<file path="config.mk">
export PLATFORM = sky130hd
export DESIGN_NAME = pickup_field
export DESIGN_NICKNAME = d
export VERILOG_FILES = /design/src/rtl/pickup_field.sv
export SDC_FILE = /design/constraint.sdc
export NUM_CORES = 1
export LEC_CHECK = 0
export CORE_ASPECT_RATIO = 2
export CORE_MARGIN = 2
export CORE_UTILIZATION = 35
export CTS_CLUSTER_SIZE = 16
export DETAILED_ROUTE_END_ITERATION = 10
export GPL_TIMING_DRIVEN = 0
export PLACE_DENSITY_LB_ADDON = 0.3
export SLEW_MARGIN = 20
export SYNTH_ARGS = -nofsm -noshare
export SYNTH_HDL_FRONTEND = slang
export SYNTH_SLANG_ARGS = --single-unit
</file>
<file path="constraint.sdc">
create_clock -name vga_clk -period 4.4 [get_ports vga_clk]
set_input_delay 0.88 -clock vga_clk [delete_from_list [all_inputs] [get_ports vga_clk]]
set_output_delay 0.88 -clock vga_clk [all_outputs]
set_load 0.1 [all_outputs]
</file>
<file path="src/rtl/pickup_field.sv">
// pickup_field: a field of NUM_ITEMS square pickups for the snake game.
// Each slot is ACTIVE (drawn, edible), COOLDOWN (eaten, counting snake
// steps) or PENDING (waiting for a random on-screen origin from the LFSR).
//
// Ports
//   vga_clk                  sole clock, rising edge
//   reset                    synchronous, active-high; clears everything
//   game_over                synchronous field restart; score is held
//   step_en                  one-cycle pulse per snake move
//   head_x, head_y           snake head origin, sampled on step_en
//   pixel_col, pixel_row     current VGA pixel
//   pickup_px, pickup_px_idx pixel-inside-pickup flag and slot index (2-cycle latency)
//   eat_pulse, eat_idx       one-cycle eat strobe and eaten slot index
//   active                   per-slot ACTIVE flags
//   score                    saturating count of pickups eaten
module pickup_field #(
  parameter int unsigned NUM_ITEMS     = 4,
  parameter int unsigned COORD_W       = 12,
  parameter int unsigned SIZE          = 10,
  parameter int unsigned X_LIMIT       = 630,
  parameter int unsigned Y_LIMIT       = 470,
  parameter int unsigned RESPAWN_STEPS = 8,
  parameter int unsigned SCORE_W       = 8
) (
  input  logic                 vga_clk,
  input  logic                 reset,
  input  logic                 game_over,
  input  logic                 step_en,
  input  logic [COORD_W-1:0]   head_x,
  input  logic [COORD_W-1:0]   head_y,
  input  logic [COORD_W-1:0]   pixel_col,
  input  logic [COORD_W-1:0]   pixel_row,
  output logic                 pickup_px,
  output logic [2:0]           pickup_px_idx,
  output logic                 eat_pulse,
  output logic [2:0]           eat_idx,
  output logic [NUM_ITEMS-1:0] active,
  output logic [SCORE_W-1:0]   score
);

  localparam int unsigned EXT_W = COORD_W + 1;
  localparam int unsigned CNT_W = $clog2(RESPAWN_STEPS + 1);
  localparam logic [15:0] LFSR_SEED = 16'hACE1;

  typedef enum logic [1:0] {
    SLOT_ACTIVE   = 2'd0,
    SLOT_COOLDOWN = 2'd1,
    SLOT_PENDING  = 2'd2
  } slot_state_t;

  slot_state_t                          state_q [NUM_ITEMS];
  slot_state_t                          state_d [NUM_ITEMS];
  logic [NUM_ITEMS-1:0][COORD_W-1:0]    x_q, x_d;
  logic [NUM_ITEMS-1:0][COORD_W-1:0]    y_q, y_d;
  logic [NUM_ITEMS-1:0][CNT_W-1:0]      cnt_q, cnt_d;
  // PENDING slot whose origin has been loaded; it turns ACTIVE next cycle
  logic [NUM_ITEMS-1:0]                 placed_q, placed_d;
  logic [NUM_ITEMS-1:0]                 active_d;
  logic [NUM_ITEMS-1:0]                 hit_c;
  logic                                 eat_found;
  logic [2:0]                           eat_idx_d;
  logic                                 serviced;
  logic [SCORE_W-1:0]                   score_d;
  logic                                 step_live;

  logic [15:0]                          lfsr_q;
  logic                                 lfsr_fb;
  logic [11:0]                          cand_y_raw;
  logic [COORD_W-1:0]                   cand_x;
  logic [COORD_W-1:0]                   cand_y;
  logic                                 cand_ok;

  logic [NUM_ITEMS-1:0]                 inside_c;
  logic [NUM_ITEMS-1:0]                 inside_q;
  logic [2:0]                           px_idx_c;

  // game_over on the same cycle as a step cancels the eat
  assign step_live = step_en && !game_over;

  // Random origin candidates: x^16+x^14+x^13+x^11+1 Fibonacci LFSR
  assign lfsr_fb    = lfsr_q[15] ^ lfsr_q[13] ^ lfsr_q[12] ^ lfsr_q[10];
  assign cand_y_raw = {lfsr_q[7:0], lfsr_q[15:12]};
  assign cand_x     = COORD_W'(lfsr_q);
  assign cand_y     = COORD_W'(cand_y_raw);
  assign cand_ok    = ({1'b0, cand_x} < EXT_W'(X_LIMIT)) &&
                      ({1'b0, cand_y} < EXT_W'(Y_LIMIT));

  always_ff @(posedge vga_clk) begin
    if (reset || game_over) lfsr_q <= LFSR_SEED;
    else                    lfsr_q <= {lfsr_q[14:0], lfsr_fb};
  end

  // Head-vs-slot hit test, widened one bit so origin+SIZE never wraps
  always_comb begin
    hit_c = '0;
    for (int i = 0; i < int'(NUM_ITEMS); i++) begin
      hit_c[i] = ({1'b0, head_x} >= {1'b0, x_q[i]}) &&
                 ({1'b0, head_x} <  ({1'b0, x_q[i]} + EXT_W'(SIZE))) &&
                 ({1'b0, head_y} >= {1'b0, y_q[i]}) &&
                 ({1'b0, head_y} <  ({1'b0, y_q[i]} + EXT_W'(SIZE)));
    end
  end

  // Slot next-state: eat, cooldown countdown, respawn servicing
  always_comb begin
    for (int i = 0; i < int'(NUM_ITEMS); i++) state_d[i] = state_q[i];
    x_d       = x_q;
    y_d       = y_q;
    cnt_d     = cnt_q;
    placed_d  = placed_q;
    active_d  = '0;
    eat_found = 1'b0;
    eat_idx_d = 3'd0;
    serviced  = 1'b0;
    score_d   = score;

    for (int i = 0; i < int'(NUM_ITEMS); i++) begin
      case (state_q[i])
        SLOT_ACTIVE: begin
          if (step_live && hit_c[i] && !eat_found) begin
            eat_found  = 1'b1;
            eat_idx_d  = 3'(i);
            state_d[i] = SLOT_COOLDOWN;
            cnt_d[i]   = CNT_W'(RESPAWN_STEPS);
          end
        end
        SLOT_COOLDOWN: begin
          if (step_live) begin
            if (cnt_q[i] == CNT_W'(1)) begin
              state_d[i]  = SLOT_PENDING;
              cnt_d[i]    = '0;
              placed_d[i] = 1'b0;
            end else begin
              cnt_d[i] = cnt_q[i] - CNT_W'(1);
            end
          end
        end
        SLOT_PENDING: begin
          if (placed_q[i]) begin
            state_d[i]  = SLOT_ACTIVE;
            placed_d[i] = 1'b0;
          end else if (!serviced) begin
            // one candidate per cycle; a rejected one is simply retried
            serviced = 1'b1;
            if (cand_ok) begin
              x_d[i]      = cand_x;
              y_d[i]      = cand_y;
              placed_d[i] = 1'b1;
            end
          end
        end
        default: state_d[i] = SLOT_ACTIVE;
      endcase
      active_d[i] = (state_d[i] == SLOT_ACTIVE);
    end

    if (eat_found && (score != {SCORE_W{1'b1}})) score_d = score + SCORE_W'(1);
  end

  // Slot state register and registered game outputs
  always_ff @(posedge vga_clk) begin
    if (reset || game_over) begin
      for (int i = 0; i < int'(NUM_ITEMS); i++) begin
        state_q[i] <= SLOT_ACTIVE;
        x_q[i]     <= COORD_W'(200 + 40 * i);
        y_q[i]     <= COORD_W'(200);
        cnt_q[i]   <= '0;
      end
      placed_q  <= '0;
      active    <= '1;
      eat_pulse <= 1'b0;
      eat_idx   <= 3'd0;
      if (reset) score <= '0;
    end else begin
      for (int i = 0; i < int'(NUM_ITEMS); i++) state_q[i] <= state_d[i];
      x_q       <= x_d;
      y_q       <= y_d;
      cnt_q     <= cnt_d;
      placed_q  <= placed_d;
      active    <= active_d;
      eat_pulse <= eat_found;
      eat_idx   <= eat_idx_d;
      score     <= score_d;
    end
  end

  // Render stage 1: per-slot inside flags for the current pixel
  always_comb begin
    inside_c = '0;
    for (int i = 0; i < int'(NUM_ITEMS); i++) begin
      inside_c[i] = (state_q[i] == SLOT_ACTIVE) &&
                    ({1'b0, pixel_col} >= {1'b0, x_q[i]}) &&
                    ({1'b0, pixel_col} <  ({1'b0, x_q[i]} + EXT_W'(SIZE))) &&
                    ({1'b0, pixel_row} >= {1'b0, y_q[i]}) &&
                    ({1'b0, pixel_row} <  ({1'b0, y_q[i]} + EXT_W'(SIZE)));
    end
  end

  // Render stage 2 priority: lowest index wins on overlap
  always_comb begin
    px_idx_c = 3'd0;
    for (int i = int'(NUM_ITEMS) - 1; i >= 0; i--) begin
      if (inside_q[i]) px_idx_c = 3'(i);
    end
  end

  always_ff @(posedge vga_clk) begin
    if (reset || game_over) begin
      inside_q      <= '0;
      pickup_px     <= 1'b0;
      pickup_px_idx <= 3'd0;
    end else begin
      inside_q      <= inside_c;
      pickup_px     <= |inside_q;
      pickup_px_idx <= px_idx_c;
    end
  end

endmodule

</file>
**Word level (Yosys, flattened, before mapping)**

Memory sizes are Yosys's and may differ from the RTL's.
Index checks and enable logic that the tools add are counted.

- Reduce and logical (&&, ||, !) cells: 77
- Mux-type cells: 89
- Equal/unequal tests: 26
- Order comparisons: 34
- Add/subtract/negate cells: 13
- Bitwise logic cells: 14

Operator list:

| operator | count |
|---|---|
| 12-bit by 13-bit less-than comparator with 1-bit output | 16 |
| 12-bit >= comparator | 16 |
| 12-bit by 4-bit adder with 13-bit output, second input constant | 8 |
| 4-bit 2-to-1 mux | 12 |
| 2-bit 2-to-1 mux | 22 |
| 1-bit logical AND | 38 |
| 1-bit 2-to-1 mux | 36 |
| 4-bit one-hot mux with 2 select lines | 4 |
| 3-bit AND reduction | 9 |
| 2-bit inequality test, second input constant | 13 |
| 8-bit 2-to-1 mux | 3 |
| 2-bit one-hot mux with 3 select lines | 4 |
| 2-bit nonzero test | 9 |
| 4-bit by 1-bit equality test with 1-bit output, second input constant | 4 |
| 2-bit logical NOT | 8 |
| 4-bit by 1-bit subtractor with 4-bit output, second input constant | 4 |
| 12-bit by 10-bit less-than comparator with 1-bit output, second input constant | 1 |
| 12-bit by 9-bit less-than comparator with 1-bit output, second input constant | 1 |
| 3-bit 2-to-1 mux | 4 |
| 4-bit AND reduction | 3 |
| 8-bit by 1-bit adder with 8-bit output, second input constant | 1 |
| 2-bit by 1-bit equality test with 1-bit output, second input constant | 4 |
| 2-bit equality test, second input constant | 4 |
| 8-bit inequality test, second input constant | 1 |
| 10 further kinds | 28 |

- RAM bits: 8
- Logic and storage cells: 280
- Register bits after elaboration: 156
- Memories: 1
- Output and inout bits: 20

Memories:

| memory | words | width | read ports | clocked after memory_dff | wr ports | line | text |
|---|---|---|---|---|---|---|---|
| state_q | 4 | 2 | 4 | 0 | 4 | 51 | `slot_state_t state_q [NUM_ITEMS];` |

**Longest topological paths before layout**

- Depth in word-level cells: 23
- Depth in mapped cells: 14
- Gate-level depth less buffers: 14

**Worst setup path before layout**

Ideal clock, no wire load.

- Path kind: flip-flop to flip-flop
- From: reg x_q[37] in the netlist's numbering
- To: reg score[0], enable pin
- Buffers on the path: 0
- Stages on the path, launching flop included: 14
- Path slack: 1.088 ns
- Period minus slack after synthesis: 3.312 ns
- Required time: 4.074 ns
- Setup time: 0.326 ns
- Arrival time: 2.986 ns
- Cell sequence: dfxtp_1 > inv_1 > nor3_1 > o21ai_0 > nor3_1 > nand3_1 > xnor2_1 > ha_1 > or4_1 > a221oi_1 > a211oi_1 > or3b_1 > nand4_1 > a21o_1

- Word-level cells in the longest chain between the ends: 12
- Elaborated cells between the ends (all ways): 13
- Those cells by class: add/sub: 1; order compare: 2; mux: 2; reduce/logical: 8

Ends and longest elaborated chain:

| what | line | text |
|---|---|---|
| start: declaration | 53 | `logic [NUM_ITEMS-1:0][COORD_W-1:0] x_q, x_d;` |
| start signal: indexed assignment | 165 | `x_q[i] <= COORD_W'(200 + 40 * i);` |
| 12-bit by 4-bit adder with 13-bit output | 98 | `({1'b0, head_x} < ({1'b0, x_q[i]} + EXT_W'(SIZE))) &&` |
| 12-bit by 13-bit less-than comparator with 1-bit output | 98 |  |
| 1-bit logical AND * | 97 | `hit_c[i] = ({1'b0, head_x} >= {1'b0, x_q[i]}) &&` |
| 1-bit logical AND * | 98 |  |
| 1-bit logical AND * | 99 | `({1'b0, head_y} >= {1'b0, y_q[i]}) &&` |
| 1-bit logical AND * (2 in a row) | 120 | `if (step_live && hit_c[i] && !eat_found) begin` |
| 1-bit 2-to-1 mux * | 120 |  |
| 1-bit 2-to-1 mux * | 118 | `case (state_q[i])` |
| 1-bit logical AND * | 157 | `if (eat_found && (score != {SCORE_W{1'b1}})) score_d = score + SCORE_W'(1);` |
| 2-bit nonzero test (no source line) * | -- |  |
| 2-bit AND reduction (no source line) * | -- |  |
| end signal: assignment | 183 | `score <= score_d;` |
| end: declaration | 38 | `output logic [SCORE_W-1:0] score` |

Every way passes the cells marked *; elsewhere a longest branch is shown, timed or not.
A chain may end at the register's enable or synchronous reset.

**Final worst setup path**

- From: reg x_q[24] in the netlist's numbering
- To: reg eat_idx[1]

- Word-level cells in the longest chain between the ends: 13
- Elaborated cells between the ends (all ways): 16
- Those cells by class: add/sub: 1; order compare: 2; mux: 6; reduce/logical: 7

Ends and longest elaborated chain:

| what | line | text |
|---|---|---|
| 12-bit by 4-bit adder with 13-bit output | 98 |  |
| 12-bit by 13-bit less-than comparator with 1-bit output | 98 |  |
| 1-bit logical AND * | 97 |  |
| 1-bit logical AND * | 98 |  |
| 1-bit logical AND * | 99 |  |
| 1-bit logical AND * (2 in a row) | 120 |  |
| 1-bit 2-to-1 mux | 120 |  |
| 1-bit 2-to-1 mux | 118 |  |
| 1-bit logical NOT | 120 |  |
| 1-bit logical AND | 120 |  |
| 3-bit 2-to-1 mux | 120 |  |
| 3-bit 2-to-1 mux * | 118 |  |
| end signal: assignment | 182 | `eat_idx <= eat_idx_d;` |
| end: declaration | 36 | `output logic [2:0] eat_idx,` |

Marks and branches as above.

==> results.md <==
* Post-route minimum period at 4.24 ns
* WP data required at 4.77 ns
* Routed WL per cell at between 20 and 25 um
* Setup bufs post-CTS at 0
* Clock power share at 42.6%
* Avg Synthesized Cell Area at 8.45 um2
* HPWL Detailed at ~43 mm
* Combinational power share at 18.6%
* Max FO, Critical Path at 5
* Leak Pwr at 0.00672 uW
* Placed cells at 2,328
* Chip height at 292 um
* Sequential Area at 2960 um2
* Initial Util at a little over a third
* Startpoint Class: register
* Crit path buf inv count at 1
* Crit Path Class: reg -> reg
* Crit-path cells: inv_1, nor3_1, nand3_1, or3_1, xnor2_1, ha_1, nand3_1, a21oi_1, o41ai_1, a21oi_1, nor2_1, or3_4, a21oi_1
* R2r endpoint: eat_idx[1]$_SDFF_PP0_
* Rel. slew slack at 25.1%
* # IOs at 72
* Max IR drop VDD at 0.248 mV
* Total Power at 3480 uW
* Vias per inst at ~5.7
* Slowest CP cell: a21oi_1
* Synth Instances at 1,723
* Slowest stage delay, CP at between 0.7 and 0.8 ns
* Clock Tree Root: clkbuf_16
* Yosys reg bits at 144
* Hold path cells at 1
* First-pass GRT wire length at 78.5 mm
* Arrival @ worst endpoint at 4.61 ns
* Fin crit share at a little over nine tenths
* Post-synth EDFFs at 8
* Async SR Flop Fraction at 0%
* CORE AREA at between 40,000 and 50,000 um2
* Worst R2R Path Depth at 13
* RSZ-0062 raised after global routing: no
* Slew @ Worst Pin at around 1.1 ns
* Max_cap viols at 0
* P_int at around 2400 uW
* Vias in the first global route at 13,600
* Netlist cell types at 77
* # nets final at 2,243
* Post-synth design cell area at 14,600 um2
* Worst r2r src: x_q[24]$_SDFFE_PP0P_
* Crit path max-delay family: simple AND/OR/NAND/NOR gates
* Area occupied by multi-input gates at 11,000 um2
* Final TNS setup at 0 ns
* Finished Core Util at 40.3%
* Setup violators final at 0
* GRT Total Usage at ~24%
* Outcome: completed
* Initial antenna violation count at 0
* GRT overflow at 0
* Critical path destination: eat_idx[1]$_SDFF_PP0_
* CTS tree: yes
* Share of layout cells above drive strength 1 at between 3 and 4%
* Hold Fails Final Rpt at 0
* Std-Cell Rows at 105
* Fin Hold WS at 0.454 ns
* Sequential Power Share at 38.9%
* Clk pin slew, worst setup/hold paths at 0.07 ns
* First-pass DRT Iterations at 8
* Power density over the cells at 211 nW/um2
* Die area at 43,300 um2
* I/O Buffers at 69
* FMAX at 0.236 GHz
* Skew final at 0.0102 ns
* Final GP Congestion at 0.957
* Worst Setup SP: x_q[24]$_SDFFE_PP0P_
* Layout area overhead at 13.4%
* Pin count of the biggest net entering global routing at 17
* DRC errors left at 0
* Chip width at 148 um
* Net Sw Frac at a little under a third
* DRT antenna net count at 0
* Skew-Pair Late Insertion Delay at 0.45 ns
* N_diodes at 0
* Worst reg2reg setup slack at roughly 0.16 ns
* Most frequent cell on the critical path: a21oi_1
* Top FF cell, synth: dfxtp_1
* CTS buffer count at 17
* CTS Buffer Depth at 2
* Worst Hold Class: reg -> reg
* P_sw at 1110 uW
* Crit. End Element: register
* Initial DRC count at 664
* Htree depth at 4
* Levels on crit path at 13
* Via count at 13,500
* Syn. warnings at 0
* Register area share after synthesis at around a fifth
* Non-Filler Instances at 2,360
* Clock sinks at between 100 and 150
* Routed Wire Length at 51.8 mm
* Slew Limit Fails at 0
* Filler cell count at 4,138
## metal layers
metal  routed length [um]  vias up  GRT usage, %
met1                18100     6315          23.3
met4                 5090        0          21.1
li1                     -     6575             -
met5                    0        -             0
met2                26700      420          43.8
met3                 1920      174          2.99
## flip-flops by register name, summed over array words and instances, names as in the netlist
register and flops:
eat_pulse 1, active 4, state_q 8, eat_idx 2, x_q 48, pickup_px 1, score 8, cnt_q 16
pickup_px_idx 2, placed_q 4, inside_q 4, y_q 30, lfsr_q 16
## cell families (layout without fill, tap and decap cells)
| kind of cell | count (synthesis) | count (layout) | share of synthesized area [%] |
|---|---|---|---|
| DFF | 144 | 144 | 20.3 |
| adders and majority gates | 380 | 380 | 32.6 |
| muxes | 11 | 11 | 0.773 |
| buffers and inverters | 142 | 243 | 3.88 |
| xor gates and xnor gates | 78 | 78 | 4.69 |
| and+or+nand+nor | 514 | 514 | 17.3 |
| other | 1 | 2 | 0.0258 |
| AOI/OAI and AO/OA | 453 | 453 | 20.4 |
## cell type report
type / instances / area share [%]
Clock buffer: 18 / 2.60
Timing Repair Buffer: 69 / 4.18
Buffer: 37 / 1.03
Clock inverter: 14 / 0.917
Sequential cell: 144 / 18.0
Inverter: 105 / 2.39
Multi-Input combinational cell: 1438 / 66.9
Tap cell: 535 / 4.05
## worst register-to-register path, stage by stage (launching register included)
cell     delay [ns]
dfxtp_1        0.49
inv_1          0.19
nor3_1         0.37
nand3_1        0.17
or3_1          0.38
xnor2_1        0.16
ha_1           0.32
nand3_1        0.09
a21oi_1        0.13
o41ai_1        0.11
a21oi_1        0.76
nor2_1         0.30
or3_4          0.50
a21oi_1        0.17
## how the worst min path moves through the flow
stage                                     from                    to  slack, ns
final                     lfsr_q[6]$_SDFF_PP1_  lfsr_q[7]$_SDFF_PP1_       0.45
after global placement    lfsr_q[6]$_SDFF_PP1_  lfsr_q[7]$_SDFF_PP1_       0.43
after detailed placement  lfsr_q[6]$_SDFF_PP1_  lfsr_q[7]$_SDFF_PP1_       0.44
after floorplan           lfsr_q[6]$_SDFF_PP1_  lfsr_q[7]$_SDFF_PP1_       0.42
after global routing      lfsr_q[7]$_SDFF_PP1_  lfsr_q[8]$_SDFF_PP0_       0.49
after CTS                 lfsr_q[6]$_SDFF_PP1_  lfsr_q[7]$_SDFF_PP1_       0.46
## power by group through the flow
stage	sequential (uW)	combinational, uW	clock [uW]
after floorplan	1410	324	0
after global placement	1380	616	0
after detailed placement	1380	637	0
after CTS	1350	643	1500
after global routing	1350	713	1550
final	1350	646	1480
## layout by cell type, fill, tap and decap left out, types with 7 or more instances in the layout
cell type | Yosys | final
or3_1 | 22 | 22
clkbuf_16 | 0 | 17
or2_2 | 9 | 9
o21bai_1 | 10 | 10
nor2_1 | 112 | 112
nand3_1 | 52 | 52
o2111ai_1 | 9 | 9
mux2i_1 | 9 | 9
ha_1 | 379 | 379
nand2_1 | 135 | 135
nor3b_1 | 7 | 7
dfxtp_1 | 136 | 135
a31oi_1 | 11 | 11
xor2_1 | 13 | 13
nor2b_1 | 16 | 16
nor4_1 | 14 | 14
o31ai_1 | 13 | 13
a2111oi_0 | 13 | 13
a211oi_1 | 21 | 21
clkdlybuf4s50_1 | 0 | 69
a21o_1 | 39 | 38
inv_1 | 103 | 103
nand2b_1 | 23 | 23
o21ai_0 | 90 | 89
clkbuf_1 | 25 | 26
nor3_1 | 61 | 60
o21a_1 | 28 | 28
o211ai_1 | 36 | 36
a21oi_1 | 127 | 127
nand4_1 | 25 | 25
edfxtp_1 | 8 | 8
and2_1 | 13 | 13
xnor2_1 | 65 | 65
## cell usage after synthesis (all sizes together) (25+ instances only)
cell	count	area share (%)
a21oi	127	4.4
nand4	25	1.1
nor2	112	2.9
nand3	52	1.8
inv	104	2.7
clkbuf	26	0.68
xnor2	65	3.9
ha	379	33
o211ai	36	1.9
dfxtp	136	19
o21ai	91	3.1
o21a	28	1.4
a21o	39	2.0
nor3	65	2.4
nand2	135	3.5
## stage by stage
step	setup slack (ns)	area, um2
after floorplan	1.09	14600
after global placement	-0.178	15900
after detailed placement	-0.236	15900
after CTS	0.210	16500
after global routing	0.0786	16500
final	0.157	16500
## repair_timing
item	4_1_cts	5_1_grt
hold buffers	0	0
endpoints found under the hold margin	0	0
resized for setup	0	4
endpoints found under the setup margin	0	8
Note: power is estimated with default switching activity, not from simulation.
